--- src/rtl/dma_grant_seq.sv ---
// Round-robin DMA grant sequencer: owns last-owner state, issues a one-hot
// grant for a tenure of up to BURST transfers and acknowledges each transfer.
module dma_grant_seq #(
   parameter int unsigned CHANNELS = 4,
   parameter int unsigned BURST    = 4,
   parameter int unsigned CW       = $clog2(CHANNELS)
) (
   input  logic                clk,
   input  logic                rst,
   input  logic [CHANNELS-1:0] req,
   input  logic                xfer_done,
   output logic [CHANNELS-1:0] grant,
   output logic [CW-1:0]       chan,
   output logic                start,
   output logic                busy,
   output logic [CHANNELS-1:0] ack
);

   localparam int unsigned CNT_W = (BURST > 1) ? $clog2(BURST) : 1;
   localparam logic [CNT_W-1:0] CNT_LAST = CNT_W'(BURST - 1);

   typedef enum logic {
      IDLE,
      GRANT
   } state_t;

   state_t               state, state_nxt;
   logic [CHANNELS-1:0]  last, last_nxt;
   logic [CNT_W-1:0]     cnt, cnt_nxt;
   logic [CHANNELS-1:0]  grant_nxt, ack_nxt;
   logic [CW-1:0]        chan_nxt;
   logic                 start_nxt, busy_nxt;

   logic [CHANNELS-1:0]  pick_hot;
   logic [CW-1:0]        pick_idx;
   logic                 found;
   int unsigned          idx;

   // Round-robin pick: lowest requester when no history, otherwise first
   // requester above the last owner with wrap; the last owner is scanned last.
   always_comb begin
      pick_hot = '0;
      pick_idx = '0;
      found    = 1'b0;
      idx      = 0;
      for (int unsigned k = 0; k < CHANNELS; k++) begin
         if (last == '0) begin
            idx = k;
         end else begin
            idx = (32'(chan) + k + 1) % CHANNELS;
         end
         if (!found && req[CW'(idx)]) begin
            found              = 1'b1;
            pick_hot[CW'(idx)] = 1'b1;
            pick_idx           = CW'(idx);
         end
      end
   end

   // Next-state and next-output logic for the tenure sequencer.
   always_comb begin
      state_nxt = state;
      last_nxt  = last;
      cnt_nxt   = cnt;
      grant_nxt = grant;
      chan_nxt  = chan;
      busy_nxt  = busy;
      start_nxt = 1'b0;
      ack_nxt   = '0;
      unique case (state)
         IDLE: begin
            if (req != '0) begin
               state_nxt = GRANT;
               grant_nxt = pick_hot;
               chan_nxt  = pick_idx;
               start_nxt = 1'b1;
               busy_nxt  = 1'b1;
               cnt_nxt   = '0;
            end
         end
         GRANT: begin
            if (xfer_done) begin
               ack_nxt[chan] = 1'b1;
               if ((cnt == CNT_LAST) || !req[chan]) begin
                  state_nxt = IDLE;
                  grant_nxt = '0;
                  busy_nxt  = 1'b0;
                  last_nxt  = grant;
               end else begin
                  cnt_nxt = cnt + CNT_W'(1);
               end
            end
         end
         default: state_nxt = IDLE;
      endcase
   end

   // State and registered outputs; synchronous reset dominates all inputs.
   always_ff @(posedge clk) begin
      if (rst) begin
         state <= IDLE;
         last  <= '0;
         cnt   <= '0;
         grant <= '0;
         chan  <= '0;
         start <= 1'b0;
         busy  <= 1'b0;
         ack   <= '0;
      end else begin
         state <= state_nxt;
         last  <= last_nxt;
         cnt   <= cnt_nxt;
         grant <= grant_nxt;
         chan  <= chan_nxt;
         start <= start_nxt;
         busy  <= busy_nxt;
         ack   <= ack_nxt;
      end
   end

endmodule

--- config.mk ---
export PLATFORM = sky130hd
export DESIGN_NAME = dma_grant_seq
export DESIGN_NICKNAME = d
export VERILOG_FILES = /design/src/rtl/dma_grant_seq.sv
export SDC_FILE = /design/constraint.sdc
export NUM_CORES = 1
export LEC_CHECK = 0
export CORE_MARGIN = 2
export CORE_UTILIZATION = 52
export DETAILED_ROUTE_END_ITERATION = 8
export PLACE_DENSITY_LB_ADDON = 0.25
export REMOVE_ABC_BUFFERS = 1
export SLEW_MARGIN = 0
export SYNTH_ARGS = -nofsm -noshare
export SYNTH_HDL_FRONTEND = slang
export SYNTH_SLANG_ARGS = --single-unit
--- constraint.sdc ---
create_clock -name clk -period 4.2 [get_ports clk]
set_clock_uncertainty 0.2 [all_clocks]
set_input_delay 0.84 -clock clk [delete_from_list [all_inputs] [get_ports clk]]
set_output_delay 0.84 -clock clk [all_outputs]
set_load 0.03 [all_outputs]
Word level (Yosys, flattened, before mapping)
Cells that the tools add are included.
W data, S select, Z words.

word-level totals
  register bits = 19
  input port bits = 7
  output and inout port bits = 12
  word-level logic and storage cells = 107

cells by class
  add/sub/neg operators = 7
  magnitude comparators = 10
  equal/unequal tests = 5
  multiplexer cells = 51
  bitwise logic cells = 5
  reductions and logical operators = 21

operator list
  operator               number
  $mux W4                7
  $mux W2                11
  $mux W1                19
  $lt A2 B3 Y1 const B   5
  $or A4 B4 Y4           3
  $add A2 B1 Y2 const B  5
  $bmux W1 S2            5
  $demux W1 S2           5
  $ge A2 B1 Y1 const B   5
  $reduce_and A3 Y1      3
  $logic_and A1 B1 Y1    8
  $pmux W4 S2            1
  $ne A2 B2 Y1 const B   3
  $add A2 B2 Y2 const B  2
  $logic_not A1 Y1       4
  $logic_not A4 Y1       1
  $pmux W1 S2            2
  $pmux W2 S2            1
  $reduce_bool A4 Y1     1
  $reduce_or A3 Y1       1
  $eq A2 B2 Y1 const B   1
  $ne A2 B1 Y1 const B   1
  $not A1 Y1             2
  $reduce_and A2 Y1      1
  2 further kinds        2

Depth between registers and ports, before layout
  word-level depth = 16
  mapped depth = 11
  gate-level depth less buffers = 8

Least setup slack after synthesis
Ideal clock, no wire load.

  path type = reg-to-reg
  start point = register chan[0]
  end point = register grant[0]
  library setup time = 0.081 ns
  data arrival time = 2.885 ns
  required time = 3.919 ns
  path slack = 1.034 ns
  cell stages (with the launch flop) = 11
  buffers on the path = 3
  cells stage by stage = dfxtp_1 > buf_2 > inv_1 > ha_1 > buf_2 > clkbuf_1 > o22ai_1 > a221oi_2 > nand2_2 > or4_1 > a41oi_1

between the ends
  cells in the longest elaborated chain, start to end = 16
  elaborated cells on any way between the ends = 62
  classes of those cells = add/sub: 6; order compare: 8; eq/ne: 1; mux: 31; bitwise: 3; reduce/logical: 13

RTL lines
  element                                                RTL line  RTL
  from (decl)                                            13        output logic [CW-1:0] chan,
  from (signal assigned)                                 114       chan <= chan_nxt;
  branches (longest 16 deep; another with $lt A2 B3 Y1)  n/a
  to (signal assigned)                                   113       grant <= grant_nxt;
  to (decl)                                              12        output logic [CHANNELS-1:0] grant,

Parallel ways; which one is timed is not known. The select of a mux whose other input is x is not followed.
A chain may end at the register's enable or synchronous reset.

Worst setup path after layout
  start point = input port req[1]
  end point = register grant[3]

between the ends
  cells in the longest elaborated chain, start to end = 14
  elaborated cells on any way between the ends = 34
  classes of those cells = eq/ne: 2; mux: 19; bitwise: 3; reduce/logical: 10

RTL lines
  element                        RTL line  RTL
  from (decl)                    10        input logic [CHANNELS-1:0] req,
  $bmux W1 S2                    52        if (!found && req[CW'(idx)]) begin
  $mux W1 (not written as such)  52
  $mux W1                        52
  $logic_not A1 Y1               52
  $logic_and A1 B1 Y1            52
  $mux W1                        52
  $logic_not A1 Y1               52
  $logic_and A1 B1 Y1            52
  $mux W1                        52
  $logic_not A1 Y1               52
  $logic_and A1 B1 Y1            52
  $mux W4                        52
  $mux W4                        72        if (req != '0) begin
  $pmux W4 S2                    70        unique case (state)

Several ways; a longest one is shown, not always the timed one. The select of a mux whose other input is x is not followed.

==> impl_metrics.json <==
{
  "slew_hr_pct": 44.59,
  "timing.fmax_mhz": 324.9,
  "startpoint_kind_of_the_worst_setup_timing_path": "input port",
  "power_dens_cells_nw_per_um2": 323.8,
  "antenna-diode-count": 0,
  "setup_viol_count_final": 0,
  "coreArea_um2": 2212,
  "worstPathMaxFanout": 8,
  "worst_slew_pin_slew_ns": 0.8102,
  "synthDistinctLibCells": 38,
  "ys.warnings.count": 0,
  "total_negative_setup_slack_ns": 0,
  "maximum_number_of_pins_on_one_net_before_global_route_repair": 21,
  "number_of_vias_in_the_routed_layout": 1203,
  "cp.arrival_ns": 3.08,
  "clock_path_buffers": 2,
  "portBuffers": 18,
  "number_of_h_tree_branching_levels": 1,
  "grt_first_pass_wirelength_um": 4685,
  "critical-path-slowest-cell": "sky130_fd_sc_hd__a2111oi_0",
  "drive_above_1_share_pct": 10.84,
  "detailedPlacementHpwl_um": 2081,
  "syn_area_um2": 1215,
  "worst_setup_path_end_kind": "flop",
  "die-area_um2": 2739,
  "hold_path_startpoint": "cnt[1]",
  "place_ws_ns": 0.9345,
  "total_leakage_power_uw": 0.0005340,
  "cpPeakStageDelay_ns": 0.75,
  "insertion_delay_ns": 0.29,
  "drv_cap": 0,
  "die_w_um": 52.34,
  "grt_pass1_vias": 1050,
  "drtPass1Iterations": 4,
  "yosys_most_used_dff": "sky130_fd_sc_hd__dfxtp_1",
  "path_class": "input port to flop",
  "gp_routability_congestion": 0.9781,
  "final_max_slew_viol_count": 0,
  "final.period_utilization_pct": 73.27,
  "dp.cells": 190,
  "synth-edff-count": 0,
  "ioPinCount": 19,
  "slack_of_the_critical_path_ns": 1.123,
  "cts_made_buffers": 3,
  "fin_cells": 194,
  "grt_setup_unrepaired": "no",
  "postSynthRegisterBits": 19,
  "drc_errors": 0,
  "cell_breakdown_of_the_critical_path": "clkdlybuf4s50_1 -> inv_1 -> a2111oi_0 -> a221oi_2 -> a41oi_1 -> nor2_1 -> o31a_1",
  "class_of_the_most_critical_hold_timing_path": "flop to flop",
  "wp_data_required_ns": 4.20,
  "finalHoldViolCount": 0,
  "post_drt_wl_per_cell_um": 14.28,
  "core.rowCount": 17,
  "cts.clk_slew.worst_paths_ns": 0.11,
  "cts.sinks": 19,
  "worst_setup_path_startpoint": "req[1]",
  "part_of_the_yosys_area_used_for_sequential_elements_pct": 31.31,
  "die_height_um": 52.34,
  "cts-resized-gates": 0,
  "outcome": "finished, final reports clean",
  "detail_route.wirelength_um": 2770,
  "irDropWorstVdd_v": 0.0001729,
  "drt_iter0_markers": 43,
  "async_flop_share_pct": 0,
  "cts_tree": "built",
  "cts-hold-fix-buffers": 0,
  "average_vias_per_placed_instance": 6.201,
  "postRouteAntennaNets": 0,
  "grt_antenna_before_repair": 0,
  "gr-total-overflow": 0,
  "root_buffer": "sky130_fd_sc_hd__clkbuf_4",
  "r2r-start": "chan[1]",
  "avgSynthCellArea_um2": 7.993,
  "finalCriticalPeriod_ns": 3.077,
  "post_cts_buffers": 0,
  "fin_nets": 179,
  "grt_util_all_layers_pct": 22.95,
  "areaGrowthSynthToFinish_pct": 18.23,
  "synthCells": 152,
  "floorplan.initialDensity_pct": 54.92
}
[registers in the layout (all words and copies together) (netlist names)]
register and cells:
cnt 2, state 1, busy 1, ack 4
start 1, chan 2, last 4, grant 4
[cells by family (layout without fill, tap and decap cells)]
| group | count (synthesis) | after routing | share of synthesized area (%) |
|---|---|---|---|
| and+or+nand+nor | 58 | 58 | 25.02 |
| AOI/OAI and AO/OA | 46 | 46 | 25.95 |
| DFF | 19 | 19 | 31.31 |
| buffers and inverters | 17 | 31 | 5.767 |
| muxes | 7 | 7 | 6.797 |
| adders and majority gates | 5 | 5 | 5.149 |
[final cells by class]
| class | instances | area [µm²] |
|---|---|---|
| fillers | 211 | 775.7 |
| multi-input cells | 116 | 764.5 |
| flip-flops and latches | 19 | 380.4 |
| repair buffers | 22 | 210.2 |
| well taps | 28 | 35.03 |
| clock buffers | 3 | 22.52 |
| inverters | 5 | 18.77 |
| clock inverters | 1 | 5.005 |
[cells in the final DEF, fill, tap and decap left out, drive strengths merged, types with 4 or more instances in the layout]
cell and n:
dfxtp 19, nor2 18, a21oi 18, clkdlybuf4s50 18, nand2 13, o21ai 7, mux2i 6, inv 5
ha 5, nand2b 4, or4 4, and2 4, buf 4, nor3 4
[per-layer routing]
layer | GRT usage (%) | up-vias | share of wire [%]
met2 | 36.46 | 55 | 46
li1 | - | 590 | -
met5 | 0 | - | 0
met4 | 11.54 | 0 | 3.1
met1 | 30.55 | 548 | 44
met3 | 2.571 | 10 | 7.2
[power breakdown]
part           switching [µW]  internal [µW]  total [µW]  leakage, µW
Sequential               9.97            192         202     0.000156
Combinational             106           68.9         175     0.000361
Clock                    53.3           35.4        88.7    0.0000177
[final timing paths]
check              to  slack (ns)  cells past startpoint
max          grant[3]        1.12                      7
min            cnt[1]        0.27                      2
max reg2reg  grant[3]        1.15                      8
min reg2reg    cnt[1]        0.27                      2
[Yosys cell counts (3+ instances only)]
| cell type | instances | area [µm²] |
|---|---|---|
| sky130_fd_sc_hd__a21oi_1 | 18 | 90.09 |
| sky130_fd_sc_hd__a221oi_2 | 3 | 45.04 |
| sky130_fd_sc_hd__a41oi_1 | 3 | 26.28 |
| sky130_fd_sc_hd__and2_1 | 4 | 25.02 |
| sky130_fd_sc_hd__clkbuf_1 | 9 | 33.78 |
| sky130_fd_sc_hd__dfxtp_1 | 19 | 380.4 |
| sky130_fd_sc_hd__ha_1 | 5 | 62.56 |
| sky130_fd_sc_hd__inv_1 | 5 | 18.77 |
| sky130_fd_sc_hd__mux2i_1 | 6 | 60.06 |
| sky130_fd_sc_hd__nand2_1 | 12 | 45.04 |
| sky130_fd_sc_hd__nand2b_1 | 4 | 25.02 |
| sky130_fd_sc_hd__nand3_1 | 3 | 15.01 |
| sky130_fd_sc_hd__nor2_1 | 18 | 67.56 |
| sky130_fd_sc_hd__nor3_1 | 3 | 15.01 |
| sky130_fd_sc_hd__o21ai_0 | 6 | 30.03 |
| sky130_fd_sc_hd__o22ai_1 | 3 | 18.77 |
| sky130_fd_sc_hd__or4_1 | 4 | 30.03 |
[metrics by stage]
step	total power [µW]	hold WS, ns	cell area, µm²	utilization [%]
finish	465.2	0.2727	1436	64.93
CTS	466.0	0.2727	1436	64.93
floorplan	319.7	0.2295	1164	-
global placement	377.0	0.2424	1409	63.69
global route	494.7	0.3071	1436	64.93
detailed placement	378.5	0.2592	1409	63.69
[worst max-delay path: cells and delay by family]
kind / cells / cell delay [ns]
AOI/OAI and AO/OA: 4 / 1.42
buffers and inverters: 2 / 0.75
and+or+nand+nor: 1 / 0.07
Note: power is estimated with default switching activity, not from simulation.
